**config.mk**
```make
export PLATFORM = sky130hd
export DESIGN_NAME = edge_bit_timer_flat
export DESIGN_NICKNAME = d
export VERILOG_FILES = /design/src/rtl/edge_bit_timer_if.sv /design/src/rtl/edge_bit_timer.sv /design/src/flat_wrapper.sv
export SDC_FILE = /design/constraint.sdc
export NUM_CORES = 1
export LEC_CHECK = 0
export CORE_ASPECT_RATIO = 0.9
export CORE_MARGIN = 5
export CORE_UTILIZATION = 30
export CTS_CLUSTER_DIAMETER = 30
export DETAILED_ROUTE_END_ITERATION = 8
export SETUP_SLACK_MARGIN = 0.1
export SLEW_MARGIN = 20
export SYNTH_ARGS = -nofsm -noshare
export SYNTH_HDL_FRONTEND = slang
export SYNTH_SLANG_ARGS = --single-unit
export TNS_END_PERCENT = 10
```
**constraint.sdc**
```tcl
create_clock -name CLK -period 6 [get_ports CLK]
set_input_delay 1.2 -clock CLK [delete_from_list [all_inputs] [get_ports CLK]]
set_output_delay 1.2 -clock CLK [all_outputs]
set_load 0.005 [all_outputs]
```
**src/rtl/edge_bit_timer_if.sv**
```systemverilog
// Control/status bundle for edge_bit_timer.
// Master drives the frame configuration; slave (the timer) drives status.
interface edge_bit_timer_if #(
  parameter int PRESCALE_WIDTH = 6,
  parameter int BIT_CNT_WIDTH  = 4
);

  logic                      enable;
  logic [PRESCALE_WIDTH-1:0] prescale;
  logic [BIT_CNT_WIDTH-1:0]  frame_bits;
  logic [PRESCALE_WIDTH-1:0] edge_cnt;
  logic [BIT_CNT_WIDTH-1:0]  bit_cnt;
  logic                      sample_strobe;
  logic                      sample_last;
  logic                      bit_done;
  logic                      frame_done;
  logic                      cfg_err;

  modport master (
    output enable,
    output prescale,
    output frame_bits,
    input  edge_cnt,
    input  bit_cnt,
    input  sample_strobe,
    input  sample_last,
    input  bit_done,
    input  frame_done,
    input  cfg_err
  );

  modport slave (
    input  enable,
    input  prescale,
    input  frame_bits,
    output edge_cnt,
    output bit_cnt,
    output sample_strobe,
    output sample_last,
    output bit_done,
    output frame_done,
    output cfg_err
  );

endinterface

```
**src/rtl/edge_bit_timer.sv**
```systemverilog
// Oversampled bit/frame timer: edge and bit counters, sample strobes.
// Define MAJORITY_VOTE_EN for three strobes per bit around the centre.
module edge_bit_timer #(
  parameter int PRESCALE_WIDTH = 6,
  parameter int BIT_CNT_WIDTH  = 4,
  parameter int MIN_PRESCALE   = 4
) (
  input  logic            CLK,
  input  logic            RST,
  edge_bit_timer_if.slave bus
);

  localparam logic [PRESCALE_WIDTH-1:0] PsOne =
    PRESCALE_WIDTH'(1);
  localparam logic [PRESCALE_WIDTH-1:0] PsMin =
    PRESCALE_WIDTH'(MIN_PRESCALE);
  localparam logic [BIT_CNT_WIDTH-1:0]  BcOne =
    BIT_CNT_WIDTH'(1);
  localparam logic [BIT_CNT_WIDTH-1:0]  BcMin =
    BIT_CNT_WIDTH'(2);

  typedef enum logic [1:0] {
    IDLE,
    COUNT,
    DONE
  } state_e;

  state_e                    state_q, state_d;
  logic [PRESCALE_WIDTH-1:0] edge_q, edge_d;
  logic [PRESCALE_WIDTH-1:0] ps_q, ps_d;
  logic [BIT_CNT_WIDTH-1:0]  bit_q, bit_d;
  logic [BIT_CNT_WIDTH-1:0]  fb_q, fb_d;

  logic                      cfg_ok;
  logic                      run;
  logic                      last_edge;
  logic                      last_bit;
  logic                      bit_done;
  logic                      frame_done;
  logic                      strobe;
  logic                      strobe_last;
  logic [PRESCALE_WIDTH-1:0] centre;

  assign cfg_ok = (bus.prescale >= PsMin) &&
                  (bus.frame_bits >= BcMin);

  // enable low suppresses every pulse in the aborting cycle
  assign run        = (state_q == COUNT) && bus.enable;
  assign last_edge  = edge_q == (ps_q - PsOne);
  assign last_bit   = bit_q == (fb_q - BcOne);
  assign bit_done   = run && last_edge;
  assign frame_done = bit_done && last_bit;
  assign centre     = ps_q >> 1;

`ifdef MAJORITY_VOTE_EN
  assign strobe = run &&
                  ((edge_q == (centre - PsOne)) ||
                   (edge_q == centre) ||
                   (edge_q == (centre + PsOne)));
  assign strobe_last = run && (edge_q == (centre + PsOne));
`else
  assign strobe      = run && (edge_q == centre);
  assign strobe_last = strobe;
`endif

  always_ff @(posedge CLK or negedge RST) begin
    if (!RST) begin
      state_q <= IDLE;
      edge_q  <= '0;
      bit_q   <= '0;
      ps_q    <= '0;
      fb_q    <= '0;
    end else begin
      state_q <= state_d;
      edge_q  <= edge_d;
      bit_q   <= bit_d;
      ps_q    <= ps_d;
      fb_q    <= fb_d;
    end
  end

  always_comb begin
    state_d = state_q;
    edge_d  = edge_q;
    bit_d   = bit_q;
    ps_d    = ps_q;
    fb_d    = fb_q;
    unique case (state_q)
      IDLE: begin
        edge_d = '0;
        bit_d  = '0;
        if (bus.enable && cfg_ok) begin
          state_d = COUNT;
          ps_d    = bus.prescale;
          fb_d    = bus.frame_bits;
        end
      end
      COUNT: begin
        if (!bus.enable) begin
          state_d = IDLE;
          edge_d  = '0;
          bit_d   = '0;
        end else if (frame_done) begin
          state_d = DONE;
          edge_d  = '0;
          bit_d   = '0;
        end else if (last_edge) begin
          edge_d = '0;
          bit_d  = bit_q + BcOne;
        end else begin
          edge_d = edge_q + PsOne;
        end
      end
      DONE: begin
        edge_d = '0;
        bit_d  = '0;
        if (!bus.enable) begin
          state_d = IDLE;
        end
      end
      default: begin
        state_d = IDLE;
        edge_d  = '0;
        bit_d   = '0;
      end
    endcase
  end

  assign bus.edge_cnt      = edge_q;
  assign bus.bit_cnt       = bit_q;
  assign bus.sample_strobe = strobe;
  assign bus.sample_last   = strobe_last;
  assign bus.bit_done      = bit_done;
  assign bus.frame_done    = frame_done;
  // held low while reset is asserted, whatever the inputs say
  assign bus.cfg_err       = RST && (state_q == IDLE) &&
                             bus.enable && !cfg_ok;

endmodule

```
**src/flat_wrapper.sv**
```systemverilog
// flat-port wrapper written by rule: the top's interface ports become plain ports
module edge_bit_timer_flat 
#(
  parameter int PRESCALE_WIDTH = 6,
  parameter int BIT_CNT_WIDTH  = 4,
  parameter int MIN_PRESCALE   = 4
)
  (CLK, RST, bus_enable, bus_prescale, bus_frame_bits, bus_edge_cnt, bus_bit_cnt, bus_sample_strobe, bus_sample_last, bus_bit_done, bus_frame_done, bus_cfg_err);
  edge_bit_timer_if #(.PRESCALE_WIDTH(PRESCALE_WIDTH), .BIT_CNT_WIDTH(BIT_CNT_WIDTH)) bus_i ();
  input  logic CLK;
  input  logic RST;
  input wire logic [$bits(bus_i.enable)-1:0] bus_enable;
  input wire logic [$bits(bus_i.prescale)-1:0] bus_prescale;
  input wire logic [$bits(bus_i.frame_bits)-1:0] bus_frame_bits;
  output wire logic [$bits(bus_i.edge_cnt)-1:0] bus_edge_cnt;
  output wire logic [$bits(bus_i.bit_cnt)-1:0] bus_bit_cnt;
  output wire logic [$bits(bus_i.sample_strobe)-1:0] bus_sample_strobe;
  output wire logic [$bits(bus_i.sample_last)-1:0] bus_sample_last;
  output wire logic [$bits(bus_i.bit_done)-1:0] bus_bit_done;
  output wire logic [$bits(bus_i.frame_done)-1:0] bus_frame_done;
  output wire logic [$bits(bus_i.cfg_err)-1:0] bus_cfg_err;
  assign bus_i.enable = bus_enable;
  assign bus_i.prescale = bus_prescale;
  assign bus_i.frame_bits = bus_frame_bits;
  assign bus_edge_cnt = bus_i.edge_cnt;
  assign bus_bit_cnt = bus_i.bit_cnt;
  assign bus_sample_strobe = bus_i.sample_strobe;
  assign bus_sample_last = bus_i.sample_last;
  assign bus_bit_done = bus_i.bit_done;
  assign bus_frame_done = bus_i.frame_done;
  assign bus_cfg_err = bus_i.cfg_err;
  edge_bit_timer #(.PRESCALE_WIDTH(PRESCALE_WIDTH), .BIT_CNT_WIDTH(BIT_CNT_WIDTH), .MIN_PRESCALE(MIN_PRESCALE)) u_core (.CLK(CLK), .RST(RST), .bus(bus_i));
endmodule
```
==> results of run 1 <==
routing by layer:
metal,vias to the layer above,track usage (%),share of wire (%)
met4,0,1.69,0.79
met2,30,17.6,46
met1,516,15.1,48
li1,521,-,-
met3,2,3.21,5.8
met5,-,0,0
area by class of cell:
| class | instances | area, um2 |
|---|---|---|
| Fill cell | 423 | 2470 |
| Multi-Input combinational cell | 98 | 719 |
| Sequential cell | 22 | 551 |
| Timing Repair Buffer | 28 | 278 |
| Tap cell | 60 | 75.1 |
| Clock buffer | 3 | 41.3 |
| Inverter | 5 | 18.8 |
stage by stage:
stage | setup WS, ps | util [%] | area [um2]
global route | 1440 | 40.5 | 1680
CTS | 1580 | 40.5 | 1680
global placement | 1740 | 39.5 | 1640
detailed placement | 1600 | 39.5 | 1640
floorplan | 2810 | - | 1320
finish | 1600 | 40.5 | 1680
worst reg2reg max path, cell delays in order, from the launching register on:
cell and delay [ps]:
dfrtp_1 410, nor3b_1 340, nor2b_1 860, mux2_2 420
kinds of logic (layout without fill, tap and decap cells):
family	Yosys count	after routing	synth area share, %
simple gates	45	45	19.7
compound gates	22	22	12.1
flops	22	22	41.9
xor+xnor	21	21	14.0
buf+inv	11	36	3.43
mux	6	6	5.14
fa+ha+maj	4	4	3.81
worst paths after layout:
kind / to / slack [ps] / cells after the start
worst max register to register: u_core.ps_q[3]$_DFFE_PN0P_ / 3860 / 3
max in group asynchronous: u_core.fb_q[1]$_DFFE_PN0P_ / 4480 / 2
min in group asynchronous: u_core.bus.edge_cnt[4]$_DFF_PN0_ / 1290 / 2
worst min-delay path: u_core.state_q[1]$_DFFE_PN0P_ / 490 / 1
worst min register to register: u_core.state_q[1]$_DFFE_PN0P_ / 490 / 1
worst max-delay path: bus_sample_last / 1600 / 4
power breakdown:
group	internal [uW]	switching, uW	leakage (uW)	total, uW
combinational	69.2	68.2	0.000376	137
sequential	169	28.1	0.000284	197
clock	44.7	42.4	0.0000216	87.1
registers in the layout, summed over array words and instances, names as in the netlist:
name	flops
u_core.bus.edge_cnt	6
u_core.state_q	2
u_core.bus.bit_cnt	4
u_core.fb_q	4
u_core.ps_q	6
cell usage in the layout (no fill, tap or decap), types with 3 or more instances in the layout:
cell type,Yosys,layout
clkbuf_8,0,3
nor2_1,4,4
clkdlybuf4s50_1,0,27
inv_1,5,5
xor2_1,14,14
o21ai_0,7,7
and3_1,3,3
nor3_1,11,11
dfrtp_1,22,22
nand2_1,8,8
xnor2_1,7,7
nand3_1,3,3
mux2_2,6,6
ha_1,4,4
==> reports/results.ini, run 1 <==
[power_and_ir_drop]
total_power_uw = 421
p_leak_uw = 0.000682
power_density_mw_per_mm2 = 250
irDropWorstVdd_v = 0.000145

[sta]
hold_violations = 0
tightest_slew_ps = 1030
fmax_mhz = 227
slew_viol_final = 0
rsz0062_at_grt = no
fin_tns_setup_ps = 0
min_period_ps = 4400
period_share_pct = 73.4
skew_ps = 3.69
relSlewSlack_pct = 31.5
setup_viol = 0
fin_hold_ws_ps = 485

[global_route]
grt_pass1_vias = 1047
grtUsageTotal_pct = 11.0
antenna_found_initial = 0
grt_pass1_wl_mm = 5.06
grt_max_degree = 24
overflow = 0

[setup_path]
endpoint_kind = output pin
crit_path_start_kind = input pin
crit_type = input pin to output pin
arrival_ps = 3200
path_common_cell = clkdlybuf4s50_1
crit_slowest_cell = clkdlybuf4s50_1
path_buf_inv = 2
cp_max_fo = 13
path_delay_family = buffers and inverters
critPathLaunch = bus_enable
r2r-start = u_core.state_q[1]$_DFFE_PN0P_
max_stage_delay_ps = 590
required_ps = 4800
crit_chain = clkdlybuf4s50_1, nand3b_1, nor4_1, clkdlybuf4s50_1

[yosys]
synth.area.top_cells = dfrtp_1 42%, xor2_1 9.3%, mux2_2 5.1%, xnor2_1 4.7%, nor3_1 4.2%
post-synth-top-count-cell = dfrtp_1
ys_warn_count = 0
synth_edf_count = 0
seq_area_frac_synth_pct = 41.9
synthDistinctLibCells = 39
synthesis.area_mm2 = 0.00132
synth_common_cells = 22 x dfrtp_1, 14 x xor2_1, 11 x nor3_1
synth_fp_nets = 148
synth_cells = 131
synth_area_leader_cell = dfrtp_1
synth_top_cell_area_share_pct = 41.9
avgSynthCellArea_um2 = 10.0
ys_async_sr_fraction_pct = 100
synth_seq_cells = 22
synth_ff_type = dfrtp_1

[routing]
first_iter_violations = 59
vias = 1069
final_antenna_net_count = 0
dr.pass1.iters = 4
routedWlPerCell_um = 13.4
drc = 0
avgViaCountPerCell = 4.95
wirelength_mm = 2.90

[clock_network]
cts_buffers = 3
hold_buffers = 0
cts_tree = built
clkTransAtPathRegs_ps = 70
ctsRootBufferMaster = clkbuf_8
clock_sinks = 22
cts_resized = 0
h-tree-depth = 1
cts_setup_buffers = 0
clk_latency_ps = 250
cts_buffer_depth = 2

[floorplanning]
die_height_um = 72.8
core-area_mm2 = 0.00416
dieArea_mm2 = 0.00581
ios = 28
fp.dieW_um = 79.8
initial_core_util_pct = 31.6
num_rows = 22

[finish]
drive_above_1_share_pct = 10.3
antenna_cells = 0
area_delta_synth_final_pct = 28.0
nets = 175
stdcell_count = 216

[place]
hpwl_mm = 2.34
place_inst = 213
gp_congestion = 0.852
port_buffers = 27

[flow_run]
drv_cap = 0

[hold_path]
hold_path_class = flop to flop
min-delay-start = u_core.state_q[0]$_DFFE_PN0P_

[run_status]
run_status = finished clean

Power figures use the tool's default switching activity.
==> run 2, diff against run 1 <==
==> constraint.sdc (replaced) <==
create_clock -name CLK -period 3.69 [get_ports CLK]
set_input_delay 0.738 -clock CLK [delete_from_list [all_inputs] [get_ports CLK]]
set_output_delay 0.738 -clock CLK [all_outputs]
set_load 0.005 [all_outputs]
==> run 2 against run 1 <==
  * Flip-flop and latch count unchanged
  * Count of clock-buffer cells in the layout rose by 1
  * Global-route usage is 0.44 points higher
  * Via count rose by 1.3%
  * First-iteration DRC count down 17%
  * Cell area rose by 2.1%
  * Non-clock buffer count rose by 2
  * Critical path depth increased by 4
  * Die area stayed put
  * Critical endpoint is now bus_frame_done
  * Largest cell class unchanged
  * Clock skew fell by 2.2 ps
  * Register-to-register slack worse by 2300 ps
==> reports/results.ini, run 2 (synthesized netlist as in run 1, its figures left out) <==
[routing]
final_antenna_net_count = 0  ; unchanged
drc = 0  ; unchanged
routedWlPerCell_um = 14.4  ; was 13.4 um
avgViaCountPerCell = 4.95  ; about the same
dr.pass1.iters = 4  ; unchanged
vias = 1083  ; was 1,069
first_iter_violations = 49  ; was 59
wirelength_mm = 3.15  ; was 2.90 mm

[floorplanning]
num_rows = 22  ; unchanged
initial_core_util_pct = 31.6  ; unchanged
ios = 28  ; unchanged
fp.dieW_um = 79.8  ; unchanged
core-area_mm2 = 0.00416  ; unchanged
dieArea_mm2 = 0.00581  ; unchanged
die_height_um = 72.8  ; unchanged

[clock_network]
ctsRootBufferMaster = clkbuf_8  ; unchanged
hold_buffers = 0  ; unchanged
h-tree-depth = 1  ; unchanged
clk_latency_ps = 260  ; was 250 ps
cts_buffers = 3  ; unchanged
cts_buffer_depth = 2  ; unchanged
cts_setup_buffers = 0  ; unchanged
clock_sinks = 22  ; unchanged
cts_tree = built  ; unchanged
clkTransAtPathRegs_ps = 80  ; was 70 ps

[power_and_ir_drop]
p_leak_uw = 0.000699  ; was 0.000682 uW
irDropWorstVdd_v = 0.000223  ; was 0.000145 V
power_density_mw_per_mm2 = 422  ; was 250 mW/mm2

[finish]
utilization_pct = 41.3  ; was 40.5%
drive_above_1_share_pct = 12.6  ; was 10.3%
antenna_cells = 0  ; unchanged
final_common_cell = clkdlybuf4s50_1  ; unchanged
nets = 177  ; was 175
area_delta_synth_final_pct = 30.6  ; was 28.0%
final_cell_mix = 27 x clkdlybuf4s50_1, 22 x dfrtp_1, 14 x xor2_1  ; unchanged

[global_route]
grt_pass1_vias = 1089  ; was 1,047
antenna_found_initial = 0  ; unchanged
grt_pass1_wl_mm = 5.15  ; was 5.06 mm
grtUsageTotal_pct = 11.5  ; was 11.0%
overflow = 0  ; unchanged
grt_max_degree = 23  ; was 24

[sta]
fin_tns_setup_ps = 0  ; unchanged
fmax_mhz = 297
period_share_pct = 91.2
rsz0062_at_grt = no  ; unchanged
hold_violations = 0  ; unchanged
slew_viol_final = 0  ; unchanged
skew_ps = 1.48  ; was 3.69 ps
tightest_slew_ps = 433  ; was 1030 ps
min_period_ps = 3370
fin_hold_ws_ps = 500  ; was 485 ps
setup_viol = 0  ; unchanged
relSlewSlack_pct = 70.9  ; was 31.5%

[setup_path]
r2r_end = u_core.bus.bit_cnt[2]$_DFFE_PN0P_  ; was u_core.ps_q[3]$_DFFE_PN0P_
endpoint_kind = output pin  ; unchanged
crit_path_start_kind = flop  ; was input pin
crit_type = flop to output pin  ; was input pin to output pin
r2r-start = u_core.ps_q[0]$_DFFE_PN0P_  ; was u_core.state_q[1]$_DFFE_PN0P_
cp_max_fo = 4  ; was 13
required_ps = 2950  ; was 4800 ps
arrival_ps = 2630  ; was 3200 ps
r2r_cells = 7  ; was 3
r2r_slack_ps = 1530  ; was 3860 ps

[place]
hpwl_mm = 2.53  ; was 2.34 mm
gp_congestion = 0.814  ; was 0.852
port_buffers = 27  ; unchanged

[hold_path]
hold_path_class = flop to flop  ; unchanged
min-delay-start = u_core.state_q[0]$_DFFE_PN0P_  ; unchanged
min_to = u_core.state_q[1]$_DFFE_PN0P_  ; unchanged
worstHoldPathCells = 1  ; unchanged

[run_status]
run_status = finished clean  ; unchanged

[flow_run]
drv_cap = 0  ; unchanged

[run 2: worst max path at each step]
stage                          end  slack (ps)  cells past startpoint                       start
detailed placement     bus_cfg_err         440                      5             bus_prescale[4]
finish              bus_frame_done         320                      8  u_core.ps_q[0]$_DFFE_PN0P_
CTS                 bus_frame_done         240                      8  u_core.ps_q[0]$_DFFE_PN0P_
global placement       bus_cfg_err         460                      5             bus_prescale[4]
floorplan           bus_frame_done        1230                      7  u_core.ps_q[0]$_DFFE_PN0P_
global route        bus_frame_done         130                      6  u_core.ps_q[2]$_DFFE_PN0P_
[run 2: repair_timing]
action	CTS	global route
endpoints found under the hold margin	0	0
setup endpoints to repair	0	1
resized for setup	0	1
[run 2: report_power, final]
group          total (uW)  switching, uW  internal, uW  leakage, uW
Clock                 170           75.4          95.0    0.0000288
Combinational         236            118           117     0.000385
Sequential            319           44.9           274     0.000284
Total                 725            239           486     0.000699
[run 2: stage by stage]
step	std cells	total power (uW)	area [um2]	setup WS [ps]
finish	219	725	1720	325
detailed placement	215	558	1660	436
CTS	219	733	1710	239
global placement	215	546	1660	462
floorplan	131	484	1320	1230
global route	219	773	1720	135
[run 2: worst max-delay path: stages (launching register included)]
cell and delay [ps]:
dfrtp_1 400, inv_1 80, ha_1 240, nor2b_1 140, or3_1 380, a31oi_2 250, nand2_1 130, nor3_1 200
clkdlybuf4s50_1 550
[run 2: metal layers]
layer  track usage [%]  share of wire [%]  up-vias
li1                  -                  -      527
met5                 0                  0        -
met1              15.1                 47      519
met3              2.84                4.6        6
met4              3.38                1.7        0
met2              18.6                 46       31
[run 2: cell type report]
type	instances	area, um2
Fill cell	417	2440
Multi-Input combinational cell	98	726
Sequential cell	22	551
Timing Repair Buffer	30	293
Tap cell	60	75.1
Clock buffer	4	55.1
Inverter	5	18.8
